### config.mk
export PLATFORM = sky130hd
export DESIGN_NAME = note_char_seq
export DESIGN_NICKNAME = d
export VERILOG_FILES = /design/src/rtl/note_char_seq_pkg.sv /design/src/rtl/note_char_seq_div12.sv /design/src/rtl/note_char_seq.sv
export SDC_FILE = /design/constraint.sdc
export NUM_CORES = 1
export LEC_CHECK = 0
export BUFFER_PORTS_ARGS = -buffer_cell sky130_fd_sc_hd__buf_4
export CORE_UTILIZATION = 58
export DETAILED_ROUTE_END_ITERATION = 8
export GPL_TIMING_DRIVEN = 0
export PLACE_DENSITY = 0.93
export SETUP_SLACK_MARGIN = 0.05
export SLEW_MARGIN = 20
export SYNTH_ARGS = -nofsm -noshare
export SYNTH_HDL_FRONTEND = slang
export SYNTH_SLANG_ARGS = --single-unit
### constraint.sdc
create_clock -name clk -period 4.45 [get_ports clk]
set_input_delay 0.2225 -clock clk [delete_from_list [all_inputs] [get_ports clk]]
set_output_delay 0.2225 -clock clk [all_outputs]
set_load 0.02 [all_outputs]
### src/rtl/note_char_seq_pkg.sv
// Shared definitions for the multi-channel note glyph sequencer.
//   - glyph codes (6-bit character-ROM indices before the row shift)
//   - FSM state encoding, beat position encodings
//   - semitone -> (letter, sharp) mapping helper
package note_char_seq_pkg;

    localparam int SEMITONES = 12;

    // Highest divide-by-12 quotient that still gives a printable octave (8 -> octave 9).
    localparam int MAX_QUOT = 8;

    localparam logic [5:0] GLYPH_SPACE   = 6'h20;
    localparam logic [5:0] GLYPH_SHARP   = 6'h23;
    localparam logic [5:0] GLYPH_DIGIT0  = 6'h30;
    localparam logic [5:0] GLYPH_INVALID = 6'h18;

    localparam logic [1:0] POS_LETTER = 2'd0;
    localparam logic [1:0] POS_ACC    = 2'd1;
    localparam logic [1:0] POS_OCT    = 2'd2;

    typedef enum logic [1:0] {
        ST_IDLE = 2'd0,
        ST_DIV  = 2'd1,
        ST_EMIT = 2'd2
    } state_e;

    // letter: glyph code A..G = 1..7
    typedef struct packed {
        logic [2:0] letter;
        logic       sharp;
    } semi_map_t;

    function automatic semi_map_t semi_map(input logic [3:0] s);
        semi_map_t m;
        m = '{letter: 3'd1, sharp: 1'b0};
        case (s)
            4'd0:    m = '{letter: 3'd1, sharp: 1'b0};  // A
            4'd1:    m = '{letter: 3'd1, sharp: 1'b1};  // A#
            4'd2:    m = '{letter: 3'd2, sharp: 1'b0};  // B
            4'd3:    m = '{letter: 3'd3, sharp: 1'b0};  // C
            4'd4:    m = '{letter: 3'd3, sharp: 1'b1};  // C#
            4'd5:    m = '{letter: 3'd4, sharp: 1'b0};  // D
            4'd6:    m = '{letter: 3'd4, sharp: 1'b1};  // D#
            4'd7:    m = '{letter: 3'd5, sharp: 1'b0};  // E
            4'd8:    m = '{letter: 3'd6, sharp: 1'b0};  // F
            4'd9:    m = '{letter: 3'd6, sharp: 1'b1};  // F#
            4'd10:   m = '{letter: 3'd7, sharp: 1'b0};  // G
            4'd11:   m = '{letter: 3'd7, sharp: 1'b1};  // G#
            default: m = '{letter: 3'd1, sharp: 1'b0};
        endcase
        return m;
    endfunction

endpackage

### src/rtl/note_char_seq_div12.sv
// Iterative divide-by-12: k -> {quotient, remainder}, one subtraction per cycle.
// Ports:
//   clk, rst_n   clock, synchronous active-low reset
//   start_i      load k_i and begin dividing (ignored result of any run in flight)
//   k_i          dividend (note code minus one)
//   done_o       1 for exactly one cycle, when the remainder has dropped below 12;
//                quot_o/rem_o are final in that cycle and hold until the next start
//   quot_o       quotient (octave - 1)
//   rem_o        remainder (semitone 0..11)
// Cycles from start to done (inclusive of the done cycle) = k/12 + 1.
module note_char_seq_div12
    import note_char_seq_pkg::*;
#(
    parameter int W = 6
) (
    input  logic         clk,
    input  logic         rst_n,
    input  logic         start_i,
    input  logic [W-1:0] k_i,
    output logic         done_o,
    output logic [W-1:0] quot_o,
    output logic [3:0]   rem_o
);

    logic [W-1:0] rem_q, rem_d;
    logic [W-1:0] quot_q, quot_d;
    logic         run_q, run_d;

    always_comb begin
        rem_d  = rem_q;
        quot_d = quot_q;
        run_d  = run_q;
        done_o = 1'b0;
        if (start_i) begin
            rem_d  = k_i;
            quot_d = '0;
            run_d  = 1'b1;
        end else if (run_q) begin
            if (int'(rem_q) >= SEMITONES) begin
                rem_d  = rem_q - W'(SEMITONES);
                quot_d = quot_q + W'(1);
            end else begin
                done_o = 1'b1;
                run_d  = 1'b0;
            end
        end
    end

    always_ff @(posedge clk) begin
        if (!rst_n) begin
            rem_q  <= '0;
            quot_q <= '0;
            run_q  <= 1'b0;
        end else begin
            rem_q  <= rem_d;
            quot_q <= quot_d;
            run_q  <= run_d;
        end
    end

    assign quot_o = quot_q;
    assign rem_o  = rem_q[3:0];

endmodule

### src/rtl/note_char_seq.sv
// Multi-channel note glyph sequencer. Watches NUM_CH note codes, marks channels whose
// code changed (or all channels on refresh) dirty, and for each dirty channel streams
// three glyph addresses: letter, accidental, octave digit.
// Ports:
//   clk, rst_n     clock, synchronous active-low reset
//   notes_in       packed note codes, channel c at [c*NOTE_W +: NOTE_W]; 0 = rest
//   refresh        one-cycle pulse, marks every channel dirty
//   char_ready     sink accepts the current beat
//   char_valid     beat valid
//   char_ch        channel of the beat
//   char_pos       0 letter, 1 accidental, 2 octave digit
//   char_addr      glyph code << GLYPH_SHIFT (0 when no beat is valid)
//   busy           FSM not idle or any channel dirty
//   dbg_state_o    current FSM state (state_e encoding)
// Handshake: a beat transfers on a rising edge where char_valid && char_ready. While
// char_valid is high and char_ready low, char_ch/char_pos/char_addr hold. char_valid
// never drops without a transfer except on reset.
module note_char_seq
    import note_char_seq_pkg::*;
#(
    parameter int NUM_CH      = 4,
    parameter int NOTE_W      = 6,
    parameter int GLYPH_SHIFT = 3,
    parameter int ADDR_W      = 9,
    localparam int CH_W       = (NUM_CH > 1) ? $clog2(NUM_CH) : 1
) (
    input  logic                     clk,
    input  logic                     rst_n,
    input  logic [NUM_CH*NOTE_W-1:0] notes_in,
    input  logic                     refresh,
    input  logic                     char_ready,
    output logic                     char_valid,
    output logic [CH_W-1:0]          char_ch,
    output logic [1:0]               char_pos,
    output logic [ADDR_W-1:0]        char_addr,
    output logic                     busy,
    output logic [1:0]               dbg_state_o
);

    state_e                   state_q, state_d;
    logic [NUM_CH*NOTE_W-1:0] prev_q;
    logic [NUM_CH-1:0]        dirty_q, dirty_d;
    logic [CH_W-1:0]          last_ch_q, last_ch_d;
    logic [CH_W-1:0]          ch_q, ch_d;
    logic [1:0]               pos_q, pos_d;
    logic                     rest_q, rest_d;

    logic [NUM_CH-1:0]        changed;
    logic [NUM_CH-1:0]        clr_mask;
    logic                     pick_found;
    logic [CH_W-1:0]          pick_ch;
    logic [CH_W-1:0]          scan_idx;
    logic [NOTE_W-1:0]        sel_note;

    logic                     div_start;
    logic [NOTE_W-1:0]        div_k;
    logic                     div_done;
    logic [NOTE_W-1:0]        div_quot;
    logic [3:0]               div_rem;

    semi_map_t                sm;
    logic                     oct_bad;
    logic [3:0]               oct_digit;
    logic [5:0]               glyph;
    logic [ADDR_W-1:0]        addr_full;

    note_char_seq_div12 #(.W(NOTE_W)) u_div (
        .clk     (clk),
        .rst_n   (rst_n),
        .start_i (div_start),
        .k_i     (div_k),
        .done_o  (div_done),
        .quot_o  (div_quot),
        .rem_o   (div_rem)
    );

    // Per-channel change detect against last cycle's sample.
    always_comb begin
        changed = '0;
        for (int c = 0; c < NUM_CH; c++) begin
            changed[c] = (notes_in[c*NOTE_W +: NOTE_W] != prev_q[c*NOTE_W +: NOTE_W]);
        end
    end

    // Round robin: first dirty channel strictly after last_ch, wrapping; last_ch itself
    // is scanned last so a channel that keeps changing cannot starve the others.
    always_comb begin
        pick_found = 1'b0;
        pick_ch    = '0;
        scan_idx   = '0;
        for (int i = 1; i <= NUM_CH; i++) begin
            scan_idx = CH_W'((int'(last_ch_q) + i) % NUM_CH);
            if (!pick_found && dirty_q[scan_idx]) begin
                pick_found = 1'b1;
                pick_ch    = scan_idx;
            end
        end
    end

    assign sel_note = notes_in[int'(pick_ch)*NOTE_W +: NOTE_W];

    always_comb begin
        state_d    = state_q;
        last_ch_d  = last_ch_q;
        ch_d       = ch_q;
        pos_d      = pos_q;
        rest_d     = rest_q;
        clr_mask   = '0;
        div_start  = 1'b0;
        div_k      = '0;
        char_valid = 1'b0;
        case (state_q)
            ST_IDLE: begin
                if (pick_found) begin
                    ch_d              = pick_ch;
                    last_ch_d         = pick_ch;
                    clr_mask[pick_ch] = 1'b1;
                    pos_d             = POS_LETTER;
                    if (sel_note == '0) begin
                        rest_d  = 1'b1;
                        state_d = ST_EMIT;
                    end else begin
                        rest_d    = 1'b0;
                        div_start = 1'b1;
                        div_k     = sel_note - NOTE_W'(1);
                        state_d   = ST_DIV;
                    end
                end
            end
            ST_DIV: begin
                if (div_done) begin
                    state_d = ST_EMIT;
                end
            end
            ST_EMIT: begin
                char_valid = 1'b1;
                if (char_ready) begin
                    if (pos_q == POS_OCT) begin
                        pos_d   = POS_LETTER;
                        state_d = ST_IDLE;
                    end else begin
                        pos_d = pos_q + 2'd1;
                    end
                end
            end
            default: state_d = ST_IDLE;
        endcase
        // Set wins over clear: a change on the channel being captured keeps it dirty.
        dirty_d = (dirty_q & ~clr_mask) | changed | {NUM_CH{refresh}};
    end

    // Glyph mux over the latched divider result.
    always_comb begin
        sm        = semi_map(div_rem);
        oct_bad   = (int'(div_quot) > MAX_QUOT);
        oct_digit = div_quot[3:0] + 4'd1;
        glyph     = GLYPH_SPACE;
        if (rest_q) begin
            glyph = GLYPH_SPACE;
        end else if (oct_bad) begin
            glyph = GLYPH_INVALID;
        end else begin
            case (pos_q)
                POS_LETTER: glyph = {3'b000, sm.letter};
                POS_ACC:    glyph = sm.sharp ? GLYPH_SHARP : GLYPH_SPACE;
                default:    glyph = GLYPH_DIGIT0 + {2'b00, oct_digit};
            endcase
        end
        addr_full = {{(ADDR_W-6){1'b0}}, glyph} << GLYPH_SHIFT;
    end

    always_ff @(posedge clk) begin
        if (!rst_n) begin
            state_q   <= ST_IDLE;
            prev_q    <= '0;
            dirty_q   <= '1;
            last_ch_q <= CH_W'(NUM_CH - 1);
            ch_q      <= '0;
            pos_q     <= POS_LETTER;
            rest_q    <= 1'b0;
        end else begin
            state_q   <= state_d;
            prev_q    <= notes_in;
            dirty_q   <= dirty_d;
            last_ch_q <= last_ch_d;
            ch_q      <= ch_d;
            pos_q     <= pos_d;
            rest_q    <= rest_d;
        end
    end

    assign char_ch     = ch_q;
    assign char_pos    = pos_q;
    assign char_addr   = char_valid ? addr_full : '0;
    assign busy        = (state_q != ST_IDLE) || (|dirty_q);
    assign dbg_state_o = state_q;

endmodule

==> flow_summary.toml, run 1 <==
[synth]
yosysTopAreaCell = "dfxtp_1"
synthArstFlopShare_pct = 0
seq_area_frac_synth_pct = 38.6
syn_inst = 306
ys_warn_count = 0
ys_ff_latch = 54
avgSynthCellArea_um2 = 9.15
synthTopCellsByCount = "dfxtp_1, xor2_1, and2_1, nor2_1, inv_1"
ys_types = 49
synthTopCellsByArea = "dfxtp_1, xor2_1, and2_1, mux4_2, ha_1"
synth-edff-count = 0
ys.flop_type = "dfxtp_1"
yosys.cell_count.top_type = "dfxtp_1"
syn_area_um2 = 2800
yosysTopAreaCellShare_pct = 38.6

[global_routing]
grt_usage_pct = 26.4
grt_pass1_vias = 2246
grt_overflow = 0
grt_pass1_wl_mm = 10.4
antenna_found_initial = 0
grt_max_degree = 17

[route]
routed_wire_length_per_instance_um = 15.2
ant_nets = 0
vias_per_cell = 5.65
dr.pass1.iters = 4
wirelength_mm = 6.22
drt_iter0_markers = 208
via_count = 2309
drc = 0

[final_layout]
area_growth_pct = 17.5
fillers = 317
antenna_cells = 0
stdcell_area_um2 = 3290
final_nets = 392
drive_gt1_share_pct = 18.5
fin_util_pct = 73.1

[power_and_ir_drop]
ir_drop_mv = 0.284
power_mw = 2.05
powerDensity_nw_per_um2 = 623
p_leak_nw = 1.43

[die]
core_um2 = 4500
start_util_pct = 62.2
dieArea_um2 = 5110
num_rows = 24
io_pins = 45
die_y_um = 71.5
die_width_um = 71.5

[setup_path]
critPathMaxStageDelay_ps = 710
reg2reg_slack_ps = 880
worst-path-buf-inv = 2
crit_fanout = 7
end_kind = "register"
critical_path.slowest_cell = "o221ai_1"
critPathLaunchType = "register"
crit_chain = "nand2b_1, o221ai_1, mux4_2, inv_1, ha_1, a31oi_4, mux2i_1, nand2_1, ha_1, inv_1, a21o_1, a31oi_1"
required_ps = 4680
cpLargestDelayFamily = "compound AO/OA/AOI/OAI gates"
crit_type = "reg2reg"
arrival_ps = 3800

[clocking]
cts_resized = 0
clk_latency_ps = 300
post-cts-setup-buffer-count = 0
clk_pin_slew_ps = 100
h-tree-depth = 2
clock-sinks = 54
cts_root_buf = "clkbuf_8"
cts_hold_buf = 0
max-clock-path-buffers = 2
cts_tree = "built"
cts_made_buffers = 5

[place]
gp_congestion = 0.849
dp_slack_ps = 1000
placement.io_buffers = 41
dp_hpwl_mm = 4.67
dpl_cell_area_um2 = 3180

[timing]
finClkSkew_ps = 9.97
max_freq_mhz = 280
setup_slack_ps = 880
max_slew_margin_pct = 41.5
grt_setup_unrepaired = "no"
hold_viol = 0
min_period_ps = 3570
fin_crit_sh_pct = 80.2
finalMaxSlewViolations = 0
worstMarginPinSlew_ps = 878
fin_tns_setup_ps = 0
setup_viol = 0

[min_path]
hold_path.class = "in2reg"

[outcome]
outcome = "finished, final reports clean"

[flow_run]
drv_cap = 0
state kept, by name, indices dropped and copies added, names as in the netlist:
name          cells
dbg_state_o       2
u_div.quot_o      6
char_ch           2
dirty_q           4
char_pos          2
u_div.run_q       1
u_div.rem_q       6
rest_q            1
last_ch_q         2
sm                4
prev_q           24
where the power goes:
group	internal, mW	total (mW)	switching (mW)
clock	0.168	0.324	0.156
sequential	0.571	0.626	0.0543
combinational	0.475	1.10	0.625
total	1.21	2.05	0.835
path summary, 6_finish.rpt:
path | from | end | cells past startpoint
setup / recovery | dirty_q[1] | sm[1] | 12
setup reg to reg | dirty_q[1] | sm[1] | 12
hold / removal | notes_in[2] | prev_q[2] | 2
hold reg to reg | char_ch[1] | char_ch[1] | 2
logic make-up after synthesis:
group,Yosys count,share of synthesized area (%)
muxes,15,8.13
DFF,54,38.6
xor gates and xnor gates,37,11.6
buffers and inverters,31,4.87
adders and majority gates,8,3.57
and+or+nand+nor,108,20.7
AOI/OAI and AO/OA,52,12.4
other,1,0.134
placed cells by master (no fill, tap or decap), types with 2 or more instances in the layout:
| cell type | count |
|---|---|
| nor3_1 | 8 |
| mux2i_2 | 3 |
| clkbuf_8 | 5 |
| nor4_1 | 5 |
| dfxtp_1 | 54 |
| a22oi_1 | 2 |
| nand3_1 | 11 |
| mux2i_1 | 4 |
| and2_1 | 28 |
| o21ai_0 | 13 |
| or3_1 | 2 |
| nand2_1 | 15 |
| ha_1 | 8 |
| and3_1 | 2 |
| nor2b_1 | 4 |
| o21ai_1 | 2 |
| a31oi_1 | 2 |
| nand2b_1 | 9 |
| clkbuf_1 | 10 |
| nor2_1 | 19 |
| mux4_2 | 5 |
| a21boi_0 | 3 |
| a21oi_1 | 12 |
| conb_1 | 3 |
| buf_4 | 44 |
| inv_1 | 17 |
| mux2_2 | 2 |
| a211oi_1 | 3 |
| xnor2_1 | 6 |
| xor2_1 | 31 |
| o21a_1 | 4 |
through the flow:
stage | hold WS [ps] | std cells
after global routing | 135 | 409
final | 137 | 409
after CTS | 132 | 409
after global placement | 450 | 401
after detailed placement | 456 | 401
after floorplan | 344 | 308
layout make-up:
| cell class | instances | area (um2) | share of cell area, % |
|---|---|---|---|
| sequential | 54 | 1080 | 32.9 |
| tap | 52 | 65.1 | 1.98 |
| clock buffer | 6 | 72.6 | 2.21 |
| inverter | 17 | 63.8 | 1.94 |
| multi-input combinational | 223 | 1590 | 48.3 |
| buffer | 14 | 72.6 | 2.21 |
| clock inverter | 2 | 37.5 | 1.14 |
| timing repair buffer | 41 | 308 | 9.35 |
metal layers:
metal	up-vias	track usage, %	wire, um
li1	1134	-	-
met1	1069	34.0	2690
met2	89	42.0	2980
met3	17	5.63	392
met4	0	13.9	163
met5	-	0	0
No activity file was read; power rests on OpenSTA's default activity.
==> inputs of run 2 (changes only) <==
--- a/config.mk
+++ b/config.mk
@@ -6,10 +6,10 @@
 export NUM_CORES = 1
 export LEC_CHECK = 0
 export BUFFER_PORTS_ARGS = -buffer_cell sky130_fd_sc_hd__buf_4
-export CORE_UTILIZATION = 58
+export CORE_UTILIZATION = 56
 export DETAILED_ROUTE_END_ITERATION = 8
 export GPL_TIMING_DRIVEN = 0
-export PLACE_DENSITY = 0.93
+export PLACE_DENSITY = 0.9
 export SETUP_SLACK_MARGIN = 0.05
 export SLEW_MARGIN = 20
 export SYNTH_ARGS = -nofsm -noshare
==> constraint.sdc (replaced) <==
create_clock -name clk -period 3.4 [get_ports clk]
set_input_delay 0.17 -clock clk [delete_from_list [all_inputs] [get_ports clk]]
set_output_delay 0.17 -clock clk [all_outputs]
set_load 0.02 [all_outputs]
==> flow_summary.toml, run 2 (synthesis gave the netlist of run 1 again) <==
[outcome]
outcome = "finished, final reports clean"

[route]
dr.pass1.iters = 5
vias_per_cell = 5.56
drc = 0
routed_wire_length_per_instance_um = 15.1
via_count = 2373
wirelength_mm = 6.44
drt_iter0_markers = 156
ant_nets = 0

[clocking]
clk_latency_ps = 320
clk_pin_slew_ps = 110
max-clock-path-buffers = 2
cts_root_buf = "clkbuf_8"
clock-sinks = 54
cts_tree = "built"
cts_made_buffers = 5
h-tree-depth = 2

[setup_path]
reg2reg_from = "dirty_q[2]"
rr_endpoint = "sm[1]"
reg2reg_slack_ps = 100
required_ps = 3640
arrival_ps = 3540
critPathLaunchType = "register"
crit_type = "reg2reg"
end_kind = "register"
crit_fanout = 9
ff2ff_path_depth = 14

[final_layout]
fin_util_pct = 70.3
drive_gt1_share_pct = 21.9
final_common_cell = "dfxtp_1"
stdcell_area_um2 = 3340
top_register = "prev_q"
final-instance-count-excl-fill = 427
area_growth_pct = 19.4
largest_reg_flops = 24
final_nets = 396
mostFrequentLayoutCells = "dfxtp_1, buf_4, xor2_1"
antenna_cells = 0

[place]
placed_cells = 416
dp_slack_ps = -18.0
dpl_cell_area_um2 = 3200
placement.io_buffers = 41
dp_hpwl_mm = 4.61
gp_congestion = 0.855

[die]
die_y_um = 72.7
die_width_um = 72.7
io_pins = 45
num_rows = 25
start_util_pct = 58.9
core_um2 = 4750
dieArea_um2 = 5290

[power_and_ir_drop]
power_mw = 2.75
ir_drop_mv = 0.346
powerDensity_nw_per_um2 = 823
p_leak_nw = 1.45

[timing]
fin_crit_sh_pct = 97.0
finClkSkew_ps = 17.2
hold_viol = 0
worstMarginPinSlew_ps = 644
setup_slack_ps = 101
max_slew_margin_pct = 56.7
fin_tns_setup_ps = 0
min_period_ps = 3300
hold_slack_ps = 68.5
max_freq_mhz = 303
finalMaxSlewViolations = 0
grt_setup_unrepaired = "no"
setup_viol = 0

[min_path]
hold-path-endpoint = "prev_q[13]"
hold_path.class = "in2reg"
min_from = "notes_in[13]"
min_path_cells = 2

[flow_run]
drv_cap = 0

[global_routing]
antenna_found_initial = 0
grt_use_met1_pct = 29.9
grt_overflow = 0
met3_usage_pct = 5.39
grt_pass1_wl_mm = 9.80
grt_usage_pct = 24.4
grt_pass1_vias = 2185
grt.busiest_layer = "met2"
grt_max_degree = 17
gr-usage-met2_pct = 41.0
run 2: final cells by class:
| class | instances | area, um2 |
|---|---|---|
| Multi-Input combinational cell | 223 | 1610 |
| Fill cell | 357 | 1410 |
| Sequential cell | 54 | 1090 |
| Timing Repair Buffer | 45 | 338 |
| Tap cell | 67 | 83.8 |
| Buffer | 14 | 72.6 |
| Clock buffer | 5 | 68.8 |
| Inverter | 17 | 63.8 |
| Clock inverter | 2 | 13.8 |
run 2: power by group:
part | switching, mW | leakage, nW | internal (mW)
Combinational | 0.868 | 0.957 | 0.695
Clock | 0.219 | 0.0444 | 0.143
Sequential | 0.0770 | 0.445 | 0.748
Total | 1.16 | 1.45 | 1.59
run 2: worst max-delay path by stage:
stage,start,end,slack (ps),depth (start not counted)
after CTS,dirty_q[2],sm[1],60,14
after global routing,dirty_q[2],sm[1],30,14
after floorplan,dirty_q[2],sm[1],440,14
after detailed placement,dirty_q[1],sm[1],-20,12
final,dirty_q[2],sm[1],100,14
after global placement,dirty_q[1],sm[1],60,12
run 2: timing repair:
item | in CTS | in global routing
pin swaps | 0 | 1
setup endpoints to repair | 3 | 3
gates resized for setup | 3 | 7
setup buffers | 0 | 4
hold buffers | 0 | 0
run 2: worst max-delay path: stages, from the launching register on:
cell and delay [ps]:
dfxtp_2 360, nand2b_1 170, a21oi_2 180, a211o_1 140, buf_6 160, mux4_2 550
inv_1 170, ha_2 240, a31oi_4 160, mux2i_2 320, nor2b_1 110, ha_1 300
inv_1 40, a21o_1 150, a31oi_1 170
run 2: per-layer routing:
layer	wire (um)	up-vias	part of all wire, %
li1	-	1147	-
met1	2680	1107	42
met2	3220	102	50
met3	395	17	6.1
met4	148	0	2.3
met5	0	-	0
